File: config.mk
export PLATFORM = sky130hd
export DESIGN_NAME = voice_alloc
export DESIGN_NICKNAME = d
export VERILOG_FILES = /design/src/rtl/voice_alloc_pkg.sv /design/src/rtl/voice_alloc_select.sv /design/src/rtl/voice_alloc.sv
export SDC_FILE = /design/constraint.sdc
export NUM_CORES = 1
export LEC_CHECK = 0
export BUFFER_PORTS_ARGS = -buffer_cell sky130_fd_sc_hd__clkbuf_2
export CORE_MARGIN = 3
export CORE_UTILIZATION = 25
export CTS_CLUSTER_SIZE = 25
export DETAILED_ROUTE_END_ITERATION = 12
export PLACE_DENSITY = 0.48
export SLEW_MARGIN = 20
export SYNTH_ARGS = -nofsm -noshare
export SYNTH_HDL_FRONTEND = slang
export SYNTH_HIERARCHICAL = 1
export SYNTH_SLANG_ARGS = --single-unit
File: constraint.sdc
create_clock -name clk -period 26.2 [get_ports clk]
set_input_delay 2.62 -clock clk [delete_from_list [all_inputs] [get_ports clk]]
set_output_delay 2.62 -clock clk [all_outputs]
set_load 0.02 [all_outputs]
File: src/rtl/voice_alloc_pkg.sv
// Shared types and constants for the voice allocator: event FSM encoding,
// envelope keystate bit position, table field widths and the age saturation helper.
package voice_alloc_pkg;

    typedef enum logic [1:0] {
        ST_IDLE   = 2'd0,
        ST_LOOKUP = 2'd1,
        ST_READ   = 2'd2,
        ST_WRITE  = 2'd3
    } evt_state_t;

    localparam int KEYSTATE_BIT = 0;
    localparam int NOTE_W       = 7;
    localparam int AGE_W        = 8;
    localparam int VIDX_W       = 8;
    localparam int ADSR_W       = 128;

    localparam logic [AGE_W-1:0] AGE_MAX = 8'hFF;

    function automatic logic [AGE_W-1:0] age_inc(input logic [AGE_W-1:0] a);
        return (a == AGE_MAX) ? a : a + 8'd1;
    endfunction

endpackage

File: src/rtl/voice_alloc_select.sv
// Combinational voice chooser: retrigger match first, then lowest free voice,
// then oldest active voice (lowest index on tie). Note-off only matches.
module voice_select
    import voice_alloc_pkg::*;
#(
    parameter int NUM_VOICES = 16
) (
    input  logic [NUM_VOICES-1:0]        active,
    input  logic [NUM_VOICES*NOTE_W-1:0] notes,
    input  logic [NUM_VOICES*AGE_W-1:0]  ages,
    input  logic [NOTE_W-1:0]            note_num,
    input  logic                         note_on,
    output logic [VIDX_W-1:0]            voice,
    output logic                         hit
);

    logic              match_found;
    logic [VIDX_W-1:0] match_idx;
    logic              free_found;
    logic [VIDX_W-1:0] free_idx;
    logic              steal_found;
    logic [VIDX_W-1:0] steal_idx;
    logic [AGE_W-1:0]  steal_age;

    always_comb begin
        match_found = 1'b0;
        match_idx   = '0;
        free_found  = 1'b0;
        free_idx    = '0;
        steal_found = 1'b0;
        steal_idx   = '0;
        steal_age   = '0;
        for (int i = 0; i < NUM_VOICES; i++) begin
            if (!match_found && active[i] && (notes[i*NOTE_W +: NOTE_W] == note_num)) begin
                match_found = 1'b1;
                match_idx   = VIDX_W'(i);
            end
            if (!free_found && !active[i]) begin
                free_found = 1'b1;
                free_idx   = VIDX_W'(i);
            end
            // strict compare keeps the lowest index among equally old voices
            if (active[i] && (!steal_found || (ages[i*AGE_W +: AGE_W] > steal_age))) begin
                steal_found = 1'b1;
                steal_idx   = VIDX_W'(i);
                steal_age   = ages[i*AGE_W +: AGE_W];
            end
        end

        voice = '0;
        hit   = 1'b0;
        if (match_found) begin
            voice = match_idx;
            hit   = 1'b1;
        end else if (note_on) begin
            voice = free_found ? free_idx : steal_idx;
            hit   = 1'b1;
        end
    end

endmodule

File: src/rtl/voice_alloc.sv
// Voice sweep sequencer plus note-event allocator that toggles the envelope keystate bit
// through a read-modify-write of the envelope RAM; write strobe 3 clocks after accept.
module voice_alloc
    import voice_alloc_pkg::*;
#(
    parameter int NUM_VOICES = 16
) (
    input  logic               clk,
    input  logic               reset,
    input  logic               sample_strobe,
    output logic [VIDX_W-1:0]  voice_index,
    output logic               sweep_done,
    input  logic               note_valid,
    output logic               note_ready,
    input  logic               note_on,
    input  logic [NOTE_W-1:0]  note_num,
    output logic [VIDX_W-1:0]  adsr_addr,
    output logic [ADSR_W-1:0]  adsr_din,
    output logic               adsr_write_en,
    input  logic [ADSR_W-1:0]  adsr_dout,
    output logic [VIDX_W-1:0]  alloc_voice,
    output logic               alloc_hit
);

    localparam logic [VIDX_W-1:0] LAST_VOICE = VIDX_W'(NUM_VOICES - 1);

    // ---------------- sweep ----------------
    logic sweep_busy;
    logic sweep_phase;

    always_ff @(posedge clk or negedge reset) begin
        if (!reset) begin
            sweep_busy  <= 1'b0;
            sweep_phase <= 1'b0;
            voice_index <= '0;
            sweep_done  <= 1'b0;
        end else begin
            sweep_done <= 1'b0;
            if (!sweep_busy) begin
                if (sample_strobe) begin
                    sweep_busy  <= 1'b1;
                    sweep_phase <= 1'b0;
                    voice_index <= '0;
                end
            end else if (!sweep_phase) begin
                sweep_phase <= 1'b1;
            end else begin
                sweep_phase <= 1'b0;
                if (voice_index == LAST_VOICE) begin
                    sweep_busy  <= 1'b0;
                    sweep_done  <= 1'b1;
                    voice_index <= '0;
                end else begin
                    voice_index <= voice_index + 8'd1;
                end
            end
        end
    end

    // ---------------- event FSM ----------------
    evt_state_t state, state_nxt;

    logic                         note_on_q;
    logic [NOTE_W-1:0]            note_num_q;
    logic [NUM_VOICES-1:0]        tbl_active;
    logic [NUM_VOICES*NOTE_W-1:0] tbl_note;
    logic [NUM_VOICES*AGE_W-1:0]  tbl_age;
    logic [VIDX_W-1:0]            sel_voice;
    logic                         sel_hit;
    logic                         accept;

    voice_select #(
        .NUM_VOICES (NUM_VOICES)
    ) u_select (
        .active   (tbl_active),
        .notes    (tbl_note),
        .ages     (tbl_age),
        .note_num (note_num_q),
        .note_on  (note_on_q),
        .voice    (sel_voice),
        .hit      (sel_hit)
    );

    assign note_ready = reset & (state == ST_IDLE);
    assign accept     = note_valid & note_ready;

    always_comb begin
        state_nxt     = state;
        adsr_addr     = '0;
        adsr_din      = '0;
        adsr_write_en = 1'b0;
        case (state)
            ST_IDLE:   if (accept) state_nxt = ST_LOOKUP;
            ST_LOOKUP: state_nxt = sel_hit ? ST_READ : ST_IDLE;
            ST_READ: begin
                adsr_addr = alloc_voice;
                state_nxt = ST_WRITE;
            end
            ST_WRITE: begin
                // read data for the address presented in READ arrives now
                adsr_addr               = alloc_voice;
                adsr_din                = adsr_dout;
                adsr_din[KEYSTATE_BIT]  = note_on_q;
                adsr_write_en           = 1'b1;
                state_nxt               = ST_IDLE;
            end
            default:   state_nxt = ST_IDLE;
        endcase
    end

    always_ff @(posedge clk or negedge reset) begin
        if (!reset) begin
            state       <= ST_IDLE;
            note_on_q   <= 1'b0;
            note_num_q  <= '0;
            alloc_voice <= '0;
            alloc_hit   <= 1'b0;
            tbl_active  <= '0;
            tbl_note    <= '0;
            tbl_age     <= '0;
        end else begin
            state <= state_nxt;
            if (accept) begin
                note_on_q  <= note_on;
                note_num_q <= note_num;
            end
            if (state == ST_LOOKUP) begin
                alloc_voice <= sel_voice;
                alloc_hit   <= sel_hit;
                if (sel_hit) begin
                    for (int i = 0; i < NUM_VOICES; i++) begin
                        if (sel_voice == VIDX_W'(i)) begin
                            tbl_active[i] <= note_on_q;
                            if (note_on_q) begin
                                tbl_note[i*NOTE_W +: NOTE_W] <= note_num_q;
                                tbl_age[i*AGE_W +: AGE_W]    <= '0;
                            end
                        end else if (note_on_q && tbl_active[i]) begin
                            tbl_age[i*AGE_W +: AGE_W] <= age_inc(tbl_age[i*AGE_W +: AGE_W]);
                        end
                    end
                end
            end
        end
    end

endmodule

==> results of run 1 <==
[what timing repair did]
item | CTS | global route
setup endpoints to repair | 260 | 260
pin swaps | 117 | 94
resized for setup | 199 | 187
gates cloned | 2 | 0
setup buffers | 85 | 35
[sequential cells by signal, summed over array words and instances, names as in the netlist, named ones only]
name	flops
sweep_busy	1
alloc_hit	1
voice_index	8
tbl_age	128
tbl_active	16
sweep_phase	1
sweep_done	1
state	1
note_num_q	7
tbl_note	112
alloc_voice	8
note_on_q	1
[metal layers]
| metal | track usage (%) | up-vias | wire (um) |
|---|---|---|---|
| li1 | - | 10251 | - |
| met1 | 21.36 | 10175 | 34440 |
| met2 | 25.81 | 402 | 34490 |
| met3 | 2.109 | 88 | 2680 |
| met4 | 3.657 | 0 | 1638 |
| met5 | 0 | - | 0 |
[worst paths after layout]
kind	start	end
min reg2reg	tbl_note[81]	tbl_note[81]
min in group asynchronous	reset	note_num_q[6]
max in group asynchronous	reset	tbl_age[63]
min	tbl_note[81]	tbl_note[81]
max	tbl_active[0]	tbl_age[34]
max reg2reg	tbl_active[0]	tbl_age[34]
[per-stage QoR]
stage / total power, mW / setup TNS, ps
after floorplan: 0.9678 / -111260
after global placement: 1.233 / -491350
after detailed placement: 1.232 / -552490
after CTS: 1.867 / -328890
after global routing: 2.004 / -828910
final: 1.885 / -430510
[power breakdown]
part / switching [mW] / leakage (nW) / internal (mW)
Sequential: 0.0408 / 3.49 / 0.465
Clock: 0.221 / 0.654 / 0.337
Combinational: 0.450 / 10.9 / 0.371
Total: 0.712 / 15.1 / 1.17
[cells in the mapped netlist, types with 44 or more instances]
master / count / area share (%)
dfrtp_1: 286 / 33
nand2_1: 171 / 2.9
and3_1: 162 / 4.6
inv_1: 159 / 2.7
ha_1: 129 / 7.4
nand3_1: 122 / 2.8
mux2_2: 119 / 6.1
xnor2_1: 108 / 4.3
o21ai_0: 103 / 2.4
nor2_1: 102 / 1.8
nand4_1: 88 / 2.5
clkbuf_1: 69 / 1.2
mux2i_1: 67 / 3.1
a21oi_1: 66 / 1.5
o211ai_1: 62 / 2.1
o31ai_1: 44 / 1.5
[cell type report]
cell class / instances / share of cell area [%]
Inverter: 160 / 1.904
Multi-Input combinational cell: 1849 / 49.77
Timing Repair Buffer: 744 / 16.98
Clock inverter: 19 / 0.7465
Tap cell: 1144 / 4.519
Sequential cell: 286 / 22.61
Clock buffer: 51 / 3.476
[worst reg2reg max path: cells and delay by family (launching register included)]
| kind | cells | cell delay, ps |
|---|---|---|
| adder cells (fa/ha/maj) | 14 | 3570 |
| multiplexers | 10 | 2450 |
| AND/OR/NAND/NOR | 35 | 5460 |
| AO/OA/AOI/OAI | 72 | 12170 |
| flip-flops | 1 | 410 |
| buffers and inverters | 31 | 3810 |
[logic make-up (layout without fill, tap and decap cells)]
family / Yosys count / after routing
xor gates and xnor gates: 114 / 114
other: 1 / 4
AOI/OAI and AO/OA: 505 / 506
and+or+nand+nor: 870 / 870
DFF: 286 / 286
adders and majority gates: 129 / 129
buffers and inverters: 272 / 974
muxes: 225 / 226
==> flow_summary.yaml, run 1 <==
cells_and_area:
  multi_input_area_um2: 15760
  drive_above_1_share_pct: 41.81
  diodes: 0
  finalInstanceArea_um2: 31680
  final_cell_mix: "357 x buf_4, 293 x clkbuf_2, 283 x dfrtp_1"
  finalNetCount: 3348
  stdcell_count: 4253
  fill_cells: 8665
  finish.utilization_pct: 36.91
  area_delta_synth_final_pct: 45.09
  layout_commonest_cell: "buf_4"
  seq_area_um2: 7163
grt:
  grt_use_total_pct: 15.55
  grt_max_degree: 155
  overflow: 0
  grt_pass1_wl_um: 115000
  grt_pass1_vias: 20764
  grt_antenna_before_repair: 0
worst_setup_path:
  cp_num_buf_inv: 31
  path_class: "reg -> reg"
  r2r_cells: 162
  cp_max_fo: 7
  cp_slowest_cell: "or4b_4"
  start_kind: "register"
  crit_top_cell: "buf_4"
  critical_path_depth: 162
  critPathRequiredTime_ps: 26620
  cp_data_arrival_time_ps: 28410
  slowest_delay_ps: 520
  r2r_slack_ps: -1780
  cp-end-kind: "register"
  crit_family: "compound AO/OA/AOI/OAI gates"
placed_design:
  dp.cells: 4065
  dpl_worst_slack_ps: -2398
  gp_congestion: 0.8015
  placement.cell_area_um2: 27580
  hpwl_um: 51780
  port_buffers: 294
clocking:
  cts_sinks: 286
  path_clk_slew_ps: 60
  cts_hold_buffers: 0
  cts_root_buf: "clkbuf_16"
  cts_made_buffers: 38
  cts_tree: "done"
  h-tree-depth: 2
  ctsLongestPathBuffers: 3
  insertion_delay_ps: 570
timing:
  worst_pin_slew_ps: 1037
  fin_hold_ws_ps: 497.7
  setup_ws_ps: -1784
  period_share_pct: 106.8
  finalHoldViolCount: 0
  fin_worst_skew_ps: 25.11
  slew_violations: 0
  setup_viol: 260
  relSlewSlack_pct: 29.81
  rsz0062_at_grt: "yes"
  post-route-min-period_ps: 27980
  fmax_ghz: 0.03573
die:
  initial_core_util_pct: 25.44
  floorplan.rows: 107
  io_pins: 296
  coreArea_um2: 85820
  die_area_um2: 90910
  die_w_um: 301.5
  fp.dieH_um: 301.5
synthesis:
  ys_ff_latch: 286
  syn_avg_cell_area_um2: 9.089
  synth_warnings: 6
  synth-seq-area-share_pct: 32.78
  syn_area_um2: 21830
  ys_types: 105
  synth_simple_gate_area_share_pct: 22.32
  synth_top_family_by_area: "simple AND/OR/NAND/NOR gates"
  synth_compound_area_share_pct: 16.17
  synth_edf_count: 0
  synthMuxAreaShare_pct: 11.61
  synth_ff_type: "dfrtp_1"
  synth-xor-area-share_pct: 4.573
  synthCells: 2402
  synthAdderAreaFrac_pct: 7.393
  postSynth.asyncResetShare_pct: 100.0
drt:
  ant_nets: 0
  first_pass_iters: 5
  drt_iter0_drc: 1043
  post_drt_via_cell_ratio: 4.918
  wirelength_um: 73240
  drc: 0
  wire_per_inst_um: 17.22
  num_vias: 20916
min_path:
  hold_depth: 2
  worstHoldPathType: "reg -> reg"
pwr:
  power.density_nw_per_um2: 59.51
  p_leak_nw: 15.09
  vdd_drop_max_mv: 0.05296
flow_run:
  drv_cap: 0
status:
  violations: "negative setup slack"
  status: "finished, violations left"
(Power assumes the default switching activity.)
==> inputs of run 2 (changes only) <==
==> constraint.sdc (replaced) <==
create_clock -name clk -period 26.2 [get_ports clk]
set_input_delay 6.55 -clock clk [delete_from_list [all_inputs] [get_ports clk]]
set_output_delay 6.55 -clock clk [all_outputs]
set_load 0.02 [all_outputs]
==> run 2 against run 1 <==
  * The flow still finishes with violations (negative setup slack)
  * Hold slack lost 2.9 ps
  * Global-route usage shrank 0.14 points
  * First-iteration DRC count shrank 12%
  * Setup slack lost 150 ps
  * Non-clock buffer count shrank 19
  * Sequential share of layout area is essentially flat
  * Cell area grew 0.19%
  * Critical path depth shrank 4
  * Combinational power shrank 1%
  * Clock-buffer cell count grew 5
  * Core utilization grew 0.069 points
  * Critical path type unchanged
  * Largest power group unchanged
==> flow_summary.yaml, run 2 (synthesis results as in run 1) <==
clocking:
  h-tree-depth: 2
  cts_made_buffers: 38
  cts_hold_buffers: 0
  ctsLongestPathBuffers: 3
  cts_root_buf: "clkbuf_16"
  cts_sinks: 286
  path_clk_slew_ps: 60
  cts_tree: "done"
  insertion_delay_ps: 560
pwr:
  power.density_nw_per_um2: 59.40
  vdd_drop_max_mv: 0.05771
  p_seq_share_pct: 26.9
  p_sw_share_pct: 37.31
  clkPwrFrac_pct: 30.0
  combPwrFrac_pct: 43.0
  switching_power_mw: 0.7033
  cell_internal_pwr_mw: 1.182
  p_leak_nw: 15.03
cells_and_area:
  top_regs: "tbl_age x128, tbl_note x112, tbl_active x16"
  fill_cells: 8636
  final_cell_mix: "338 x buf_4, 293 x clkbuf_2, 283 x dfrtp_1"
  diodes: 0
  drive_above_1_share_pct: 42.48
  layout_commonest_cell: "buf_4"
  finalNetCount: 3331
  multi_input_area_um2: 15960
  finalInstanceArea_um2: 31740
  seq_area_um2: 7163
  area_delta_synth_final_pct: 45.36
  largest-register: "tbl_age"
  largest_reg_flops: 128
  stdcell_count: 4235
placed_design:
  hpwl_um: 51780
  gp_congestion: 0.8078
  port_buffers: 294
  dp.cells: 4064
  placement.cell_area_um2: 27560
status:
  status: "finished, violations left"
  violations: "negative setup slack"
worst_setup_path:
  crit_path_end: "tbl_age[83]"
  path_class: "reg -> reg"
  timing.rr.start: "tbl_active[0]"
  cp_data_arrival_time_ps: 28580
  cp-end-kind: "register"
  crit_top_cell: "a21o_1"
  r2r_slack_ps: -1930
  cp_slowest_cell: "or4b_4"
  start_kind: "register"
  r2r_cells: 158
  critPathRequiredTime_ps: 26640
  slowest_delay_ps: 520
  setup.worst_path.start: "tbl_active[0]"
  cp_max_fo: 8
  r2r_end: "tbl_age[83]"
drt:
  post_drt_via_cell_ratio: 4.895
  wire_per_inst_um: 17.14
  drt_iter0_drc: 913
  first_pass_iters: 4
  drc: 0
  wirelength_um: 72610
  ant_nets: 0
  num_vias: 20729
die:
  die_w_um: 301.5
  initial_core_util_pct: 25.44
  coreArea_um2: 85820
  fp.dieH_um: 301.5
  floorplan.rows: 107
  io_pins: 296
  die_area_um2: 90910
timing:
  relSlewSlack_pct: 23.59
  tns_ps: -466940
  setup_viol: 260
  worst_pin_slew_ps: 1128
  slew_violations: 0
  fin_worst_skew_ps: 14.67
  fmax_ghz: 0.03555
  period_share_pct: 107.4
  fin_hold_ws_ps: 494.8
  finalHoldViolCount: 0
  post-route-min-period_ps: 28130
  setup_ws_ps: -1933
  rsz0062_at_grt: "yes"
min_path:
  hold_depth: 2
  worstHoldPathType: "reg -> reg"
grt:
  grt_pass1_vias: 20098
  grt_pass1_wl_um: 113400
  grt_antenna_before_repair: 0
  overflow: 0
  grt_max_degree: 142
  grt_use_total_pct: 15.41
flow_run:
  drv_cap: 0
## run 2: changes by cell type in the layout (fill, tap and decap cells not counted), sizes merged
cell      before  now
buf          451  431
clkbuf       344  350
clkinv        11    7
clkinvlp       3    1
bufinv         4    5
inv          161  160
nand3        126  127
nand4         95   96
## run 2: area by class of cell
| cell class | instances | area share, % |
|---|---|---|
| multi-input combinational | 1851 | 50.28 |
| sequential | 286 | 22.57 |
| timing repair buffer | 725 | 16.47 |
| tap | 1144 | 4.510 |
| clock buffer | 56 | 3.592 |
| inverter | 160 | 1.892 |
| clock inverter | 13 | 0.6900 |
## run 2: repair_timing
action | CTS | global route
endpoints found under the setup margin | 260 | 260
pin swaps | 102 | 103
setup buffers | 72 | 36
resized for setup | 231 | 200
cloned | 4 | 1
## run 2: worst min path at each step
| stage | startpoint | to | slack [ps] |
|---|---|---|---|
| 2_1_floorplan | tbl_note[83] | tbl_note[83] | 470 |
| 4_1_cts | tbl_note[77] | tbl_note[77] | 490 |
| 3_3_place_gp | tbl_note[80] | tbl_note[80] | 490 |
| 6_report | tbl_note[82] | tbl_note[82] | 490 |
| 5_1_grt | tbl_note[82] | tbl_note[82] | 510 |
| 3_5_place_dp | tbl_note[82] | tbl_note[82] | 490 |
## run 2: worst max-delay path: cells and delay by family (launching register included)
kind / cells / cell delay (ps)
AOI/OAI and AO/OA: 76 / 13380
and+or+nand+nor: 35 / 5270
adders and majority gates: 15 / 3540
muxes: 11 / 2720
buffers and inverters: 21 / 2570
DFF: 1 / 450
## run 2: per-layer routing
layer | track usage [%] | vias to the layer above | wire length (um)
li1 | - | 10200 | -
met1 | 21.30 | 10078 | 34460
met2 | 25.66 | 386 | 34250
met3 | 2.167 | 65 | 2709
met4 | 2.942 | 0 | 1190
met5 | 0 | - | 0
## run 2: power groups by stage
stage | Combinational (mW) | Clock, mW | Sequential (mW)
floorplan | 0.462 | 0 | 0.505
global placement | 0.719 | 0 | 0.515
detailed placement | 0.720 | 0 | 0.515
CTS | 0.777 | 0.585 | 0.507
global route | 0.892 | 0.604 | 0.514
finish | 0.811 | 0.566 | 0.508
## run 2: per-stage QoR
step / worst slack (ps) / total power [mW] / utilization (%)
after global routing: -3472 / 2.009 / 36.98
after detailed placement: -3094 / 1.235 / 32.12
after CTS: -1718 / 1.870 / 35.68
after floorplan: -634.8 / 0.9678 / -
after global placement: -3025 / 1.235 / 32.12
final: -1933 / 1.885 / 36.98
